--- config.mk ---
export PLATFORM = sky130hd
export DESIGN_NAME = seq_booth_multiplier
export DESIGN_NICKNAME = d
export VERILOG_FILES = /design/src/rtl/booth_pkg.sv /design/src/rtl/booth_step.sv /design/src/rtl/seq_booth_multiplier.sv
export SDC_FILE = /design/constraint.sdc
export NUM_CORES = 1
export LEC_CHECK = 0
export ABC_AREA = 1
export CORE_ASPECT_RATIO = 1.25
export CORE_MARGIN = 1.5
export CORE_UTILIZATION = 45
export CTS_BUF_LIST = sky130_fd_sc_hd__clkbuf_2 sky130_fd_sc_hd__clkbuf_4 sky130_fd_sc_hd__clkbuf_8
export DETAILED_ROUTE_END_ITERATION = 7
export GPL_TIMING_DRIVEN = 1
export PLACE_DENSITY = 0.78
export SYNTH_ARGS = -nofsm -noshare
export SYNTH_HDL_FRONTEND = slang
export SYNTH_SLANG_ARGS = --single-unit
--- constraint.sdc ---
create_clock -name clk -period 5.3 [get_ports clk]
set_input_delay 0.53 -clock clk [delete_from_list [all_inputs] [get_ports clk]]
set_output_delay 0.53 -clock clk [all_outputs]
set_load 0.1 [all_outputs]
--- src/rtl/booth_pkg.sv ---
// Shared types and constants for the sequential radix-2 Booth multiplier.
package booth_pkg;

    typedef enum logic [1:0] {
        IDLE,
        RUN,
        DONE
    } state_t;

    // Booth recoding of {Q0, Q(-1)}
    localparam logic [1:0] PAIR_ADD = 2'b01;
    localparam logic [1:0] PAIR_SUB = 2'b10;

endpackage

--- src/rtl/booth_step.sv ---
// One Booth iteration: conditional add/sub of M into A, then an
// arithmetic right shift of {A, Q, Q(-1)}.
module booth_step
    import booth_pkg::*;
#(
    parameter int AW = 10,
    parameter int QW = 9
) (
    input  logic [AW-1:0] a,
    input  logic [QW-1:0] q,
    input  logic          q_m1,
    input  logic [AW-1:0] m,
    output logic [AW-1:0] a_next,
    output logic [QW-1:0] q_next,
    output logic          q_m1_next
);

    logic [AW-1:0] sum;

    always_comb begin
        sum = a;
        case ({q[0], q_m1})
            PAIR_ADD: sum = a + m;
            PAIR_SUB: sum = a - m;
            default:  sum = a;
        endcase
    end

    assign a_next    = {sum[AW-1], sum[AW-1:1]};
    assign q_next    = {sum[0], q[QW-1:1]};
    assign q_m1_next = q[0];

endmodule

--- src/rtl/seq_booth_multiplier.sv ---
// Sequential radix-2 Booth multiplier, signed or unsigned operands,
// one product bit retired per RUN cycle.
module seq_booth_multiplier
    import booth_pkg::*;
#(
    parameter int WIDTH = 8
) (
    input  logic               clk,
    input  logic               rst,
    input  logic               start,
    input  logic               is_signed,
    input  logic [WIDTH-1:0]   multiplier,
    input  logic [WIDTH-1:0]   multiplicand,
    output logic               busy,
    output logic               done,
    output logic [2*WIDTH-1:0] product
);

    // Operands are extended by one bit; A adds one guard bit on top.
    localparam int QW = WIDTH + 1;
    localparam int AW = WIDTH + 2;
    localparam int CW = $clog2(WIDTH + 2);

    state_t state;
    state_t state_next;

    logic [AW-1:0] a;
    logic [QW-1:0] q;
    logic          q_m1;
    logic [AW-1:0] m;
    logic          sgn;
    logic [CW-1:0] count;

    logic [AW-1:0] a_next;
    logic [QW-1:0] q_next;
    logic          q_m1_next;

    logic          accept;
    logic          last;
    logic [CW-1:0] iter;
    logic [AW-1:0] m_load;
    logic [QW-1:0] q_load;
    logic [2*WIDTH-1:0] result;

    booth_step #(
        .AW (AW),
        .QW (QW)
    ) u_step (
        .a         (a),
        .q         (q),
        .q_m1      (q_m1),
        .m         (m),
        .a_next    (a_next),
        .q_next    (q_next),
        .q_m1_next (q_m1_next)
    );

    always_comb begin
        state_next = state;
        accept     = 1'b0;
        last       = 1'b0;
        case (state)
            IDLE: begin
                if (start) begin
                    accept     = 1'b1;
                    state_next = RUN;
                end
            end
            RUN: begin
                if (count == CW'(1)) begin
                    last       = 1'b1;
                    state_next = DONE;
                end
            end
            DONE: begin
                if (start) begin
                    accept     = 1'b1;
                    state_next = RUN;
                end else begin
                    state_next = IDLE;
                end
            end
            default: state_next = IDLE;
        endcase
    end

    always_ff @(posedge clk) begin
        if (rst) begin
            state <= IDLE;
        end else begin
            state <= state_next;
        end
    end

    assign iter = is_signed ? CW'(WIDTH) : CW'(WIDTH + 1);

    assign m_load = is_signed ? {{2{multiplicand[WIDTH-1]}}, multiplicand}
                              : {2'b00, multiplicand};
    assign q_load = is_signed ? {multiplier[WIDTH-1], multiplier}
                              : {1'b0, multiplier};

    // Signed runs one step fewer, leaving the product one bit higher in {A,Q}.
    assign result = sgn ? {a_next[WIDTH-1:0], q_next[WIDTH:1]}
                        : {a_next[WIDTH-2:0], q_next};

    always_ff @(posedge clk) begin
        if (rst) begin
            a       <= '0;
            q       <= '0;
            q_m1    <= 1'b0;
            m       <= '0;
            sgn     <= 1'b0;
            count   <= '0;
            product <= '0;
        end else if (accept) begin
            a     <= '0;
            q     <= q_load;
            q_m1  <= 1'b0;
            m     <= m_load;
            sgn   <= is_signed;
            count <= iter;
        end else if (state == RUN) begin
            a     <= a_next;
            q     <= q_next;
            q_m1  <= q_m1_next;
            count <= count - CW'(1);
            if (last) begin
                product <= result;
            end
        end
    end

    assign busy = (state == RUN);
    assign done = (state == DONE);

endmodule

==> run_results.csv <==
group,metric,value,unit
routing,finalWirelength,7090,um
finish,insertedDiodeCount,0,
routing,number_of_vias_per_cell,5.15,
placement,gpl.final_weighted_congestion,1.01,
logic_synthesis,synth.ff_latch_count,51,
floorplanning,floorplan.die.height,93.6,um
power,total_leakage_power,1.60,nW
logic_synthesis,syn-cell-area,0.00296,mm2
sta,report.final.hold_viol_count,0,
logic_synthesis,yosysTopAreaCell,"sky130_fd_sc_hd__dfxtp_1",
clock_tree,clock-root-buffer,"sky130_fd_sc_hd__clkbuf_8",
logic_synthesis,asyncSetResetFlopFracSynth,0,
power,power_density,325,mW/mm2
worst_setup_path,critPathMostFrequentCell,"sky130_fd_sc_hd__nand2_1",
logic_synthesis,synth-edff-count,0,
logic_synthesis,synth.most_common_cell,"sky130_fd_sc_hd__nand2_1",
sta,finalHoldWorstSlack,0.473,ns
floorplanning,initial_utilization,0.474,
floorplanning,boundaryPins,38,
floorplanning,die_x,75.5,um
sta,finalSetupViolCount,0,
floorplanning,die_area,0.00707,mm2
sta,final-max-slew-violation-count,0,
logic_synthesis,postSynthCellCount,437,
global_routing,grt_overflow,0,
logic_synthesis,synth_sequential_area_ratio,0.345,
floorplanning,core.rowCount,32,
worst_setup_path,worstSetupStartpointType,"register",
global_routing,global_route.usage.total,0.215,
worst_setup_path,critPathSlowestCell,"sky130_fd_sc_hd__ha_1",
finish,final_core_util,0.553,
clock_tree,tritoncts_clock_tree,"done",
clock_tree,post_cts_resize_count,0,
sta,worst_pin_slew,0.983,ns
sta,fmax,0.376,GHz
clock_tree,cts-hold-fix-buffers,0,
logic_synthesis,netlist-cell-type-count,38,
finish,final_cell_area,0.00346,mm2
status,run_status,"finished, final reports clean",
routing,routed_wirelength_normalized_by_instance_count,12.9,um
worst_setup_path,cp_cell_sequence,"inv_1 -> ha_1 -> inv_1 -> nor2_1 -> inv_1 -> nor2_1 -> nand2_1 -> nand2_1 -> xor2_1 -> inv_1 -> ha_1 -> nand2_1 -> nor2_1 -> nand3_1 -> nand2_1 -> nand2_1 -> nand3_1 -> nand2_1 -> nand2_1 -> nand3_1 -> nand2_1 -> inv_1",
placement,detailed_place.area,0.00334,mm2
routing,detail-route-antenna-nets,0,
worst_setup_path,critical_path.endpoint_type,"register",
hold_path,hold_path_class,"reg2reg",
global_routing,grt_pass1_wl,11900,um
placement,detail_placement_hpwl,5380,um
logic_synthesis,syn-mean-instance-area,6.77,um2
clock_tree,cts-htree-levels,2,
worst_setup_path,critical_path_required,5.52,ns
finish,syn2layout_area_growth,16.9,%
logic_synthesis,largest_cells_by_area_after_synthesis,"sky130_fd_sc_hd__dfxtp_1 35%, sky130_fd_sc_hd__nand2_1 11%, sky130_fd_sc_hd__inv_1 8.9%",
global_routing,grt_max_degree,31,
clock_tree,postCtsSetupRepairBufs,0,
routing,num_vias,2834,
sta,finalWorstPathRequiredPeriod,2.66,ns
worst_setup_path,setup_crit_path_kind,"reg2reg",
global_routing,vias_in_the_first_global_route,2729,
global_routing,number_of_antenna_violations_at_the_first_check_in_global_routing,0,
routing,drc,0,
sta,fin_worst_skew,0.00644,ns
finish,nets,498,
floorplanning,fp.coreArea,0.00625,mm2
finish,final_layout_size_suffix_gt1_frac,0.0495,
worst_setup_path,cp.arrival,2.87,ns
routing,drtIter0Drc,129,
logic_synthesis,synth_top_area_frac,0.345,
sta,rsz_0062_raised_after_global_routing,"no",
logic_synthesis,ys_warn_count,0,
routing,detail_route.first_pass.iterations,5,
sta,slew-limit-headroom,0.343,
run,cap_viol_max_count,0,
clock_tree,clk-insertion-delay-late,0.30,ns
power,p_total,1.12,mW
clock_tree,tritoncts.num_buffers,5,
logic_synthesis,synthesis.nets,471,
clock_tree,clkTransAtPathRegs,0.09,ns
clock_tree,clockBufferDepth,2,
clock_tree,tritoncts_num_sinks,51,
worst_setup_path,cpPeakStageDelay,0.36,ns
power,worst_ir_drop_on_vdd,178,uV
sta,finalSetupTns,0,ns
worst_setup_path,crit_path_max_fanout,5,
sta,timing.final.crit_share,0.502,
logic_synthesis,synth-main-ff-cell,"sky130_fd_sc_hd__dfxtp_1",
logic_synthesis,synth_commonest_cells,"90 x sky130_fd_sc_hd__nand2_1, 70 x sky130_fd_sc_hd__inv_1, 51 x sky130_fd_sc_hd__dfxtp_1, 48 x sky130_fd_sc_hd__o21ai_0, 38 x sky130_fd_sc_hd__a21oi_1",
placement,buffer_ports.inserted,37,
==> cell type report <==
type / count / area [um2]
multi-input combinational: 295 / 1560
clock inverter: 2 / 35.0
inverter: 74 / 280
fill: 609 / 2790
clock buffer: 6 / 82.6
timing repair buffer: 37 / 370
sequential: 51 / 1020
tap: 85 / 106
==> layer usage <==
metal | wire length [um] | track usage | vias to the layer above | part of all wire
li1 | - | - | 1461 | -
met1 | 2980 | 0.251 | 1277 | 0.42
met2 | 3600 | 0.385 | 77 | 0.51
met3 | 297 | 0.0291 | 19 | 0.042
met4 | 205 | 0.0818 | 0 | 0.029
met5 | 0 | 0 | - | 0
==> report_power, final <==
part	total [mW]	switching [mW]	internal (mW)	leakage, nW
clock network	0.284	0.131	0.153	0.0612
logic	0.399	0.268	0.131	1.12
registers	0.440	0.0255	0.414	0.417
total	1.12	0.424	0.698	1.60
==> path summary, 6_finish.rpt <==
kind | from | end | slack, ns | cells past startpoint
worst max-delay path | m[0]$_SDFFE_PP0P_ | product[14]$_SDFFE_PP0P_ | 2.64 | 22
worst min-delay path | q_m1$_SDFFE_PP0P_ | q_m1$_SDFFE_PP0P_ | 0.47 | 2
worst max register to register | m[0]$_SDFFE_PP0P_ | product[14]$_SDFFE_PP0P_ | 2.64 | 22
worst min register to register | q_m1$_SDFFE_PP0P_ | q_m1$_SDFFE_PP0P_ | 0.47 | 2
==> flip-flops by register name, indices dropped and copies added, names as in the netlist <==
signal	count
product	16
a	9
m	9
q	9
count	4
state	2
q_m1	1
sgn	1
==> logic make-up (layout without fill, tap and decap cells) <==
group           after synthesis  after routing  share of synthesized area
simple gates                165            165                      0.246
compound gates              110            110                      0.203
buf+inv                      91            119                      0.127
flops                        51             51                      0.345
fa+ha+maj                    14             14                     0.0618
xor+xnor                      6              6                     0.0178
==> through the flow <==
stage | std cells | worst slack (ns)
global placement | 542 | 2.68
finish | 550 | 2.64
floorplan | 437 | 3.00
CTS | 550 | 2.66
detailed placement | 542 | 2.68
global route | 550 | 2.36
==> cells in the final DEF (no fill, tap or decap), drive strengths merged <==
cell / synthesis / layout
a22oi: 2 / 2
fa: 1 / 1
nand4: 1 / 1
clkinv: 1 / 2
nand2: 96 / 96
clkdlybuf4s50: 0 / 37
o21ai: 49 / 49
nor2: 38 / 38
nor3: 2 / 2
a31oi: 9 / 9
nand3b: 1 / 1
o22ai: 5 / 5
bufinv: 0 / 1
nand3: 25 / 25
o21bai: 1 / 1
ha: 13 / 13
o211ai: 3 / 3
xor2: 6 / 6
a221oi: 2 / 2
or2: 1 / 1
clkbuf: 8 / 6
dfxtp: 51 / 51
a21oi: 38 / 38
inv: 73 / 73
and2: 1 / 1
a211oi: 1 / 1
==> critical path: cells and delay by family (launching register included) <==
kind | cells | cell delay (ns)
buffers and inverters | 5 | 0.30
xor gates and xnor gates | 1 | 0.14
DFF | 1 | 0.35
and+or+nand+nor | 14 | 1.27
adders and majority gates | 2 | 0.50
(Power assumes the default switching activity.)
